==> config.mk <==
export PLATFORM = sky130hd
export DESIGN_NAME = fp_accum_ctrl
export DESIGN_NICKNAME = d
export VERILOG_FILES = /design/src/rtl/fp_accum_ctrl.sv
export SDC_FILE = /design/constraint.sdc
export NUM_CORES = 1
export LEC_CHECK = 0
export CAP_MARGIN = 10
export CORE_MARGIN = 1.5
export CORE_UTILIZATION = 45
export DETAILED_ROUTE_END_ITERATION = 16
export PLACE_DENSITY_LB_ADDON = 0.12
export SLEW_MARGIN = 5
export SYNTH_ARGS = -nofsm -noshare
export SYNTH_HDL_FRONTEND = slang
export SYNTH_SLANG_ARGS = --single-unit
export TNS_END_PERCENT = 50
==> constraint.sdc <==
create_clock -name in_clk -period 5.6 [get_ports in_clk]
set_input_delay 1.12 -clock in_clk [delete_from_list [all_inputs] [get_ports in_clk]]
set_output_delay 1.12 -clock in_clk [all_outputs]
set_load 0.05 [all_outputs]
==> src/rtl/fp_accum_ctrl.sv <==
// Sequencing/accumulation stage around a combinational FP32 add/sub unit.
// Streams operands into a running accumulator and pulses done on completion.
module fp_accum_ctrl #(
    parameter int CNT_W = 8
) (
    input  logic             in_clk,
    input  logic             in_rst_n,
    input  logic             in_start,
    input  logic [CNT_W-1:0] in_len,
    input  logic             in_sub,
    input  logic             in_valid,
    input  logic [31:0]      in_data,
    output logic             out_ready,
    output logic [31:0]      out_addA,
    output logic [31:0]      out_addB,
    output logic             out_addsub,
    input  logic [31:0]      in_addRes,
    output logic [31:0]      out_result,
    output logic             out_done,
    output logic             out_busy,
    output logic [CNT_W-1:0] out_count
);

    typedef enum logic [1:0] {
        IDLE,
        RUN,
        DRAIN,
        DONE
    } state_t;

    state_t           state;
    state_t           state_nxt;
    logic [31:0]      acc;
    logic [31:0]      x_q;
    logic             xv_q;
    logic             first;
    logic             sub_q;
    logic [CNT_W-1:0] remain;
    logic [CNT_W-1:0] count;
    logic             xfer;
    logic             start_ok;

    assign xfer     = in_valid && (state == RUN);
    assign start_ok = in_start && (state == IDLE);

    always_ff @(posedge in_clk or negedge in_rst_n) begin
        if (!in_rst_n) begin
            state <= IDLE;
        end else begin
            state <= state_nxt;
        end
    end

    always_comb begin
        state_nxt = state;
        out_ready = 1'b0;
        out_done  = 1'b0;
        out_busy  = 1'b1;
        unique case (state)
            IDLE: begin
                out_busy = 1'b0;
                if (in_start) begin
                    state_nxt = (in_len != '0) ? RUN : DONE;
                end
            end
            RUN: begin
                out_ready = 1'b1;
                if (xfer && (remain == CNT_W'(1))) begin
                    state_nxt = DRAIN;
                end
            end
            DRAIN: begin
                state_nxt = DONE;
            end
            DONE: begin
                out_done  = 1'b1;
                state_nxt = IDLE;
            end
            default: begin
                state_nxt = IDLE;
            end
        endcase
    end

    // The adder cannot take a zero operand, so the first element bypasses it.
    always_ff @(posedge in_clk or negedge in_rst_n) begin
        if (!in_rst_n) begin
            acc    <= '0;
            x_q    <= '0;
            xv_q   <= 1'b0;
            first  <= 1'b0;
            sub_q  <= 1'b0;
            remain <= '0;
            count  <= '0;
        end else if (start_ok) begin
            acc   <= '0;
            count <= '0;
            if (in_len != '0) begin
                remain <= in_len;
                sub_q  <= in_sub;
                first  <= 1'b1;
            end
        end else begin
            if (xv_q) begin
                if (first) begin
                    acc   <= sub_q ? {~x_q[31], x_q[30:0]} : x_q;
                    first <= 1'b0;
                end else begin
                    acc <= in_addRes;
                end
            end
            xv_q <= xfer;
            if (xfer) begin
                x_q    <= in_data;
                remain <= remain - CNT_W'(1);
                count  <= count + CNT_W'(1);
            end
        end
    end

    assign out_addA   = acc;
    assign out_addB   = x_q;
    assign out_addsub = sub_q;
    assign out_result = acc;
    assign out_count  = count;

endmodule

# Word level (Yosys, flattened, before mapping)
# Cells that the tools add are included.
[word_totals]
regBits = 85
out_inout_bits = 108
wordCells = 50
[op_classes]
addsub = 2
eq_ne = 7
muxes = 19
bitwise = 2
n_reduce_logical = 12
[ops]
columns = ["operator", "count"]
rows = [
  ["32-bit two-way mux", 4],
  ["8-bit two-way mux", 5],
  ["2-bit AND reduction", 5],
  ["8-bit by 1-bit adder with 8-bit output, second input constant", 1],
  ["8-bit by 1-bit == test with 1-bit output, second input constant", 1],
  ["2-bit case mux with 4 select lines", 1],
  ["8-bit nonzero test", 1],
  ["8-bit by 1-bit subtractor with 8-bit output, second input constant", 1],
  ["1-bit two-way mux", 6],
  ["2-bit two-way mux", 3],
  ["2-bit == test, second input constant", 2],
  ["2-bit by 1-bit != test with 1-bit output, second input constant", 2],
  ["2-bit nonzero test", 2],
  ["1-bit logical AND", 3],
  ["2-bit by 1-bit == test with 1-bit output, second input constant", 1],
  ["2-bit logical NOT", 1],
  ["2-bit != test, second input constant", 1],
  ["1-bit NOT", 2],
]

# Longest topological paths before layout
[logic_depth]
depth_word = 5
ltp_mapped = 9
depth_no_buf = 6

# Worst setup path before layout
# OpenSTA, ideal clock, no wires.
[synth_timing]
path_type = "input -> register"
startpoint = "in in_len[6]"
endpoint = "reg remain[4]"
t_arrival_ns = 2.437
setup_slack_ns = 3.078
cell_stages = 6
path_buffers = 2
cell_sequence = "or4_1 o21a_1 buf_6 or2_0 buf_6 o221ai_2"
[synth_between]
elab_chain_cells = 3
[synth_lines]
columns = ["element", "line_no", "text"]
rows = [
  ["start: declaration", "9", "input logic [CNT_W-1:0] in_len,"],
  ["8-bit nonzero test", "98", "if (in_len != '0) begin"],
  ["2-bit by 1-bit != test with 1-bit output (no line)", "n/a", ""],
  ["2-bit AND reduction (no line)", "n/a", ""],
  ["end signal: assignment", "99", "remain <= in_len;"],
  ["end signal: assignment", "115", "remain <= remain - CNT_W'(1);"],
  ["end: declaration", "38", "logic [CNT_W-1:0] remain;"],
]
# No other way between the ends.
# A chain may end at the register's enable or synchronous reset.

# Final worst setup path
[layout_timing]
startpoint = "in in_start"
endpoint = "reg remain[4]"
[layout_between]
elab_chain_cells = 3
elab_cells_between_ends = 5
[layout_lines]
columns = ["element", "line_no", "text"]
rows = [
  ["start: declaration", "8", "input logic in_start,"],
  ["1-bit logical AND (*)", "44", "assign start_ok = in_start && (state == IDLE);"],
  ["2-bit by 1-bit != test with 1-bit output (no line) or 2-bit nonzero test (tied branches)", "n/a", ""],
  ["2-bit AND reduction (no line)", "n/a", ""],
]
# Every way passes the cells marked *; elsewhere a longest branch is shown, timed or not.

==> flow_metrics.tcl <==
set metrics [dict create \
    drc 0 \
    synth_flop_cell "dfrtp_1" \
    hp-class "reg2reg" \
    fin_ws_ns 2.26 \
    cts-resized-gates 0 \
    syn-cell-area_sq_mm 0.00424 \
    setup_viol_count_final 0 \
    netlist.area_leader.share_pct 50.2 \
    synth_edf_count 0 \
    start_util_pct 46.1 \
    cp-end-kind "register" \
    timing.slew.headroom_pct 23.5 \
    ys_seq_area_share_pct 50.2 \
    critPathKind "in2reg" \
    grtUsageTotal_pct 21.9 \
    n_antenna_cell 0 \
    pin_count 185 \
    cp.required_ns 5.79 \
    grt_pass1_wl_um 17100 \
    fin_worst_skew_ns 0.00885 \
    hold_path_depth 1 \
    fin_crit_sh_pct 59.6 \
    wl_per_cell_um 17.1 \
    rrSetupSlack_ns 2.76 \
    avgSynthCellArea_sq_um 11.1 \
    dieHeight_um 100 \
    cp.arrival_ns 3.53 \
    synthArstFlopShare_pct 100 \
    ctsHoldBuffers 0 \
    yosysUniqueCellTypes 38 \
    hpwl_um 7690 \
    yosys_warnings 0 \
    tightest_slew_ns 1.15 \
    drive_gt1_share_pct 11.6 \
    final_area_sq_mm 0.00609 \
    finalHoldViolations 0 \
    hold_ws_ns 0.540 \
    final.min_clock_period_ns 3.34 \
    fmax_mhz 300 \
    clock_path_buffers 2 \
    rsz0062_at_grt "no" \
    synthToLayoutAreaGrowth_pct 43.8 \
    pre_cts_ws_ns 1.91 \
    cts_buffers 9 \
    fin_nets 606 \
    dr_total_vias 3379 \
    ys_top_cells_by_count "85 x dfrtp_1, 47 x nor2_1, 35 x mux2i_1" \
    antenna_found_initial 0 \
    syn_inst 381 \
    placed_cell_area_sq_mm 0.00588 \
    cts.reportedPaths.clkPinSlew_ns 0.09 \
    min_to "out_addB[28]" \
    tns_ns 0 \
    first_iter_violations 109 \
    firstDrtPassIters 4 \
    core_area_sq_mm 0.00920 \
    cts.sinks 85 \
    yosys.area.top_type "dfrtp_1" \
    ant_nets 0 \
    cts_root_buffer "clkbuf_8" \
    gr-total-overflow 0 \
    max-cap-violations 0 \
    io_buffers 184 \
    yosys_register_bits 85 \
    grt_max_degree 66 \
    worst_hold_startpoint "out_addB[28]" \
    first_global_vias 3227 \
    worstPathMaxFanout 51 \
    gp_congestion 0.843 \
    status "finished clean" \
    r2r_end "out_addB[15]" \
    yosys-top-cells-area "dfrtp_1 50%, mux2_2 8.8%, mux2i_1 8.3%, buf_4 5.7%, a211oi_1 5.5%" \
    r2r-start "state[0]" \
    dieArea_sq_mm 0.0100 \
    syn_nets 466 \
    reg2reg_depth 6 \
    drt_wl_total_um 10900 \
    die_w_um 100 \
    cts_tree "done" \
    rows 35 \
    htree_levels 3 \
    via_per_inst 5.30 \
    cp-start-kind "input port" \
    drv_slew 0 \
    cts_setup_buffers 0 \
    clock_latency_ns 0.35 \
    synth.most_common_cell "dfrtp_1" \
]
## cells in the final DEF, fill, tap and decap left out, types with 2 or more instances in the layout
| cell type | synthesis | routed |
|---|---|---|
| and3_1 | 4 | 4 |
| mux2_2 | 33 | 33 |
| o21ai_0 | 8 | 8 |
| clkdlybuf4s50_1 | 0 | 183 |
| clkinvlp_4 | 0 | 2 |
| nor3_1 | 4 | 4 |
| mux2i_1 | 35 | 35 |
| buf_4 | 32 | 3 |
| nand2_1 | 12 | 12 |
| inv_1 | 10 | 10 |
| a22oi_2 | 3 | 3 |
| clkbuf_8 | 0 | 11 |
| a21o_1 | 2 | 2 |
| ha_1 | 8 | 8 |
| a211oi_1 | 31 | 31 |
| a21oi_1 | 8 | 8 |
| or4_1 | 2 | 2 |
| o22ai_1 | 2 | 2 |
| nand3_1 | 4 | 4 |
| dfrtp_1 | 85 | 83 |
| dfrtp_2 | 0 | 2 |
| nand4_1 | 5 | 5 |
| nor2_1 | 47 | 46 |
| xnor2_1 | 4 | 4 |
| xor2_1 | 3 | 3 |
## metrics by stage
stage / std cells / util, %
final: 637 / 66.2
after global routing: 637 / 66.2
after CTS: 637 / 66.2
after detailed placement: 621 / 63.9
after global placement: 621 / 63.9
after floorplan: 381 / -
## flip-flops by register name, indices dropped and copies added, names as in the netlist
signal,cells
out_addA,32
out_addB,32
out_count,8
remain,8
state,2
first,1
out_addsub,1
xv_q,1
## critical path, cell delays in order
cell             delay (ns)
clkdlybuf4s50_1        0.48
and2_2                 0.87
o21a_1                 0.43
or2_0                  0.47
o221ai_2               0.15
## how the worst max path moves through the flow
stage	start	endpoint	depth (start not counted)
after floorplan	in_len[6]	remain[4]	6
after global placement	in_start	out_addB[9]	5
after detailed placement	in_start	out_addB[15]	5
after CTS	in_start	out_addB[15]	5
after global routing	in_start	remain[4]	5
final	in_start	remain[4]	5
## layer usage
metal / vias to the layer above / track usage (%) / part of all wire (%)
met1: 1658 / 28.6 / 43
met4: 0 / 6.72 / 1.3
li1: 1590 / - / -
met3: 11 / 4.18 / 5.5
met2: 120 / 36.9 / 51
met5: - / 0 / 0
## kinds of logic after synthesis
family | share of synthesized area (%)
flip-flops | 50.2
adder cells (fa/ha/maj) | 2.36
AO/OA/AOI/OAI | 10.7
multiplexers | 17.0
AND/OR/NAND/NOR | 8.86
buffers and inverters | 9.36
XOR/XNOR | 1.45
## layout make-up
type | instances | area [sq um]
Fill cell | 735 | 3110
Sequential cell | 85 | 2130
Timing Repair Buffer | 186 | 1850
Multi-Input combinational cell | 229 | 1720
Clock buffer | 11 | 151
Tap cell | 111 | 139
Clock inverter | 5 | 58.8
Inverter | 10 | 37.5
Power is not shown: default switching activity piles up to over one toggle a cycle in this logic, so the estimate is an artifact.
